<file path="src/rtl/nibble_sub_pkg.sv">
// nibble_sub_pkg: shared state encoding, slice width and nibble-count helper
package nibble_sub_pkg;
   typedef enum logic [0:0] {IDLE, RUN} state_t;
   localparam int NIB = 4;
   function automatic int nibbles(input int width);
      return width / NIB;
   endfunction
endpackage

</file>
<file path="src/rtl/nibble_sub_slice.sv">
// nibble_sub_slice: combinational 4-bit subtract slice, {bo, d} = a - b - bi
module nibble_sub_slice (
   input  logic [3:0] a,
   input  logic [3:0] b,
   input  logic       bi,
   output logic [3:0] d,
   output logic       bo
);
   // a five-bit difference goes negative exactly when a < b + bi, so bit 4 is the borrow
   always_comb {bo, d} = {1'b0, a} - {1'b0, b} - {4'b0, bi};
endmodule

</file>
<file path="src/rtl/nibble_serial_sub.sv">
// nibble_serial_sub: WIDTH-bit subtractor built from one 4-bit slice, one nibble per clock
module nibble_serial_sub
   import nibble_sub_pkg::*;
#(
   parameter int WIDTH = 16
) (
   input  logic             clk,
   input  logic             rst,
   input  logic             start,
   input  logic [WIDTH-1:0] a,
   input  logic [WIDTH-1:0] b,
   input  logic             bin,
   output logic             busy,
   output logic             done,
   output logic [WIDTH-1:0] diff,
   output logic             bout
);
   localparam int NIBBLES = nibbles(WIDTH);
   localparam int CNT_W = $clog2(NIBBLES);
   state_t state;
   logic [CNT_W-1:0] cnt;
   logic [WIDTH-1:0] a_q, b_q, work, work_nxt;
   logic borrow, bo, last;
   logic [NIB-1:0] d;
   nibble_sub_slice u_slice (
      .a  (a_q[cnt*NIB +: NIB]),
      .b  (b_q[cnt*NIB +: NIB]),
      .bi (borrow),
      .d  (d),
      .bo (bo)
   );
   assign busy = (state == RUN);
   assign last = (cnt == CNT_W'(NIBBLES - 1));
   // working result with the current slice nibble merged in, so the final cycle can publish it whole
   always_comb begin
      work_nxt = work;
      work_nxt[cnt*NIB +: NIB] = d;
   end
   // handshake FSM, ripple borrow register and result register; diff/bout change only on completion
   always_ff @(posedge clk or posedge rst) begin
      if (rst) begin
         state  <= IDLE;
         cnt    <= '0;
         a_q    <= '0;
         b_q    <= '0;
         work   <= '0;
         borrow <= 1'b0;
         done   <= 1'b0;
         diff   <= '0;
         bout   <= 1'b0;
      end else begin
         done <= 1'b0;
         if (state == IDLE) begin
            if (start) begin
               a_q    <= a;
               b_q    <= b;
               borrow <= bin;
               cnt    <= '0;
               state  <= RUN;
            end
         end else begin
            work   <= work_nxt;
            borrow <= bo;
            cnt    <= cnt + 1'b1;
            if (last) begin
               diff  <= work_nxt;
               bout  <= bo;
               done  <= 1'b1;
               state <= IDLE;
            end
         end
      end
   end
endmodule
</file>
<file path="config.mk">
export PLATFORM = sky130hd
export DESIGN_NAME = nibble_serial_sub
export DESIGN_NICKNAME = d
export VERILOG_FILES = /design/src/rtl/nibble_sub_pkg.sv /design/src/rtl/nibble_sub_slice.sv /design/src/rtl/nibble_serial_sub.sv
export SDC_FILE = /design/constraint.sdc
export NUM_CORES = 1
export LEC_CHECK = 0
export CAP_MARGIN = 20
export CORE_UTILIZATION = 30
export CTS_BUF_LIST = sky130_fd_sc_hd__clkbuf_8
export DETAILED_ROUTE_END_ITERATION = 7
export PLACE_DENSITY_LB_ADDON = 0.05
export SLEW_MARGIN = 15
export SYNTH_ARGS = -nofsm -noshare
export SYNTH_HDL_FRONTEND = slang
export SYNTH_SLANG_ARGS = --single-unit
</file>
<file path="constraint.sdc">
create_clock -name clk -period 3.4 [get_ports clk]
set_input_delay 0.34 -clock clk [delete_from_list [all_inputs] [get_ports clk]]
set_output_delay 0.34 -clock clk [all_outputs]
set_load 0.005 [all_outputs]
</file>
==> impl_metrics.json <==
{
  "status": "complete, no violations",
  "yosysSeqAreaShare_pct": 54.39,
  "path_delay_family": "adder cells",
  "drt_iter0_drc": 68,
  "skew_ns": 0.009646,
  "drive_above_1_share_pct": 21.07,
  "rows": 36,
  "layout.nets": 361,
  "slew_viol_final": 0,
  "cp_num_buf_inv": 2,
  "n_antenna_cell": 0,
  "grt_pass1_vias": 2212,
  "placed_cells": 436,
  "clkSinkCount": 66,
  "synth_ff_type": "dfrtp_1",
  "routed_wl_mm": 6.807,
  "cts_setup_buffers": 0,
  "core_sq_um": 9774,
  "synthDistinctLibCells": 30,
  "drtAntennaViolNets": 0,
  "hold_viol_final": 0,
  "worst_setup_path_start_kind": "flop",
  "cts-root-buf": "clkbuf_8",
  "p_per_area_nw_per_um2": 1082,
  "synth_top_area_cell": "dfrtp_1",
  "vias": 2062,
  "drv_cap": 0,
  "grt_max_degree": 35,
  "cts.path.max_buffers": 2,
  "tns_ns": 0,
  "hold_path_class": "input pin to asynchronous set/reset pin",
  "wl_per_cell_microns": 15.09,
  "crit_chain": "mux4_2, inv_1, fa_1, inv_1, fa_1, xnor2_1, a22oi_1, o21ai_0",
  "grt_overflow": 0,
  "crit_required_ns": 3.66,
  "place.gp.congestion": 0.7226,
  "die_h_microns": 102.6,
  "cts_max_level": 3,
  "critPathMaxFanout": 9,
  "synth_edf_count": 0,
  "die-area_sq_um": 10530,
  "path_clk_slew_ns": 0.07,
  "synth_nets": 299,
  "clkLatencyLatePin_ns": 0.34,
  "ys_seq_elements": 66,
  "rrSetupSlack_ns": 0.48,
  "max_slew_margin_pct": 50.55,
  "ios": 55,
  "slowest_delay_ns": 0.61,
  "cts_tree": "yes",
  "end_kind": "flop",
  "cp.arrival_ns": 3.18,
  "synth_area_sq_um": 3037,
  "ir_worst_vdd_v": 0.0004955,
  "power_w": 0.004271,
  "min_period_over_period_pct": 85.81,
  "critical_path_class": "flop to flop",
  "tightest_slew_ns": 0.7407,
  "grt_pass1_wl_mm": 11.59,
  "antenna_found_initial": 0,
  "dpl.hpwl_mm": 4.969,
  "fillers": 990,
  "final_cells": 451,
  "postCtsHoldBufs": 0,
  "critPathSlowestCell": "dfrtp_1",
  "start_util_pct": 31.07,
  "syn_area_per_cell_sq_um": 12.05,
  "syn_inst": 252,
  "synth.area.top_cells": "dfrtp_1 (54%), mux2_2 (12%), mux4_2 (5.9%)",
  "finalCriticalPeriod_ns": 2.918,
  "yosys_warnings": 0,
  "finalSetupViolCount": 0,
  "firstDrtPassIters": 4,
  "avgViaCountPerCell": 4.572,
  "area_growth_pct": 29.95,
  "grtUsageTotal_pct": 15.04,
  "ctsResizeCount": 0,
  "power.leakage_nw": 1.685,
  "numPortBuffers": 54,
  "yosysTopAreaCellShare_pct": 54.39,
  "max_freq_ghz": 0.3427,
  "rsz0062_at_grt": "no",
  "numCtsBuffers": 9,
  "drc": 0,
  "die_w_microns": 102.6,
  "synth-async-reset-ratio_pct": 100.0
}
## cell usage in the layout, fill, tap and decap left out, drive strengths merged, types with 2 or more instances in the layout
cell	n
dfrtp	66
fa	2
o21ai	25
nor2b	7
nand2	36
a21o	2
nor3	3
clkdlybuf4s50	54
xor2	2
mux2	32
nand2b	2
buf	9
a32o	3
nor2	2
nor3b	2
clkinv	2
xnor2	2
mux4	8
inv	18
clkbuf	10
a21oi	12
a22oi	3
ha	9
## synth_stat cells (all sizes together), types with 3 or more instances
cell type  count
dfrtp         66
nor2b          7
clkbuf         4
mux2          32
inv           16
o21ai         25
a32o           3
nor3           3
mux4           8
a21oi         12
ha             9
buf            8
nand2         36
a22oi          3
## routing by layer
metal	GRT usage [%]	routed length, microns
met1	18.79	3092
met2	25.33	3351
met3	3.729	260
met4	5.275	103
met5	0	0
## worst reg2reg max path: stages, from the launching register on
cell and delay (ns):
dfrtp_1 0.61, mux4_2 0.57, inv_1 0.10, fa_1 0.19, inv_1 0.06, fa_1 0.45, xnor2_1 0.53, a22oi_1 0.14
o21ai_0 0.18
## sequential cells by signal, indices dropped and copies added, names as in the netlist
register,flops
b_q,16
busy,1
bout,1
done,1
work,12
a_q,16
diff,16
cnt,2
borrow,1
## area by class of cell
cell class,instances,area (sq um),area share (%)
sequential,66,1652,41.85
clock buffer,10,137.6,3.488
timing repair buffer,63,608.1,15.41
clock inverter,5,47.55,1.205
inverter,16,60.06,1.522
tap,133,166.4,4.217
multi-input combinational,158,1275,32.31
## power breakdown
group | switching (W) | internal (W) | leakage (nW)
Combinational | 0.00126 | 0.00102 | 0.746
Clock | 0.000288 | 0.000347 | 0.105
Sequential | 0.000218 | 0.00114 | 0.834
Total | 0.00177 | 0.00251 | 1.68
## per-stage QoR
stage | hold WS (ns) | setup WS, ns | util (%) | area, sq um
2_1_floorplan | 0.4263 | 0.8678 | - | 3037
3_3_place_gp | 0.4578 | 0.4370 | 38.48 | 3761
3_5_place_dp | 0.4618 | 0.4581 | 38.48 | 3761
4_1_cts | 0.4793 | 0.4416 | 40.37 | 3946
5_1_grt | 0.5070 | 0.2812 | 40.37 | 3946
6_report | 0.4505 | 0.4823 | 40.37 | 3946
## logic make-up after synthesis
family                   Yosys count  share of synthesized area, %
adder cells (fa/ha/maj)           11                         5.027
AND/OR/NAND/NOR                   55                         8.446
buffers and inverters             28                         3.708
AO/OA/AOI/OAI                     48                         9.230
XOR/XNOR                           4                         1.401
flip-flops                        66                         54.39
multiplexers                      40                         17.80
## path summary, 6_finish.rpt
path | startpoint | to | depth (start not counted)
worst min-delay path | rst | diff[14] | 2
max in group asynchronous | rst | b_q[3] | 3
min in group clk | work[11] | work[11] | 2
worst min register to register | work[11] | work[11] | 2
worst max-delay path | cnt[0] | diff[2] | 8
worst max register to register | cnt[0] | diff[2] | 8
(Power assumes the default switching activity.)
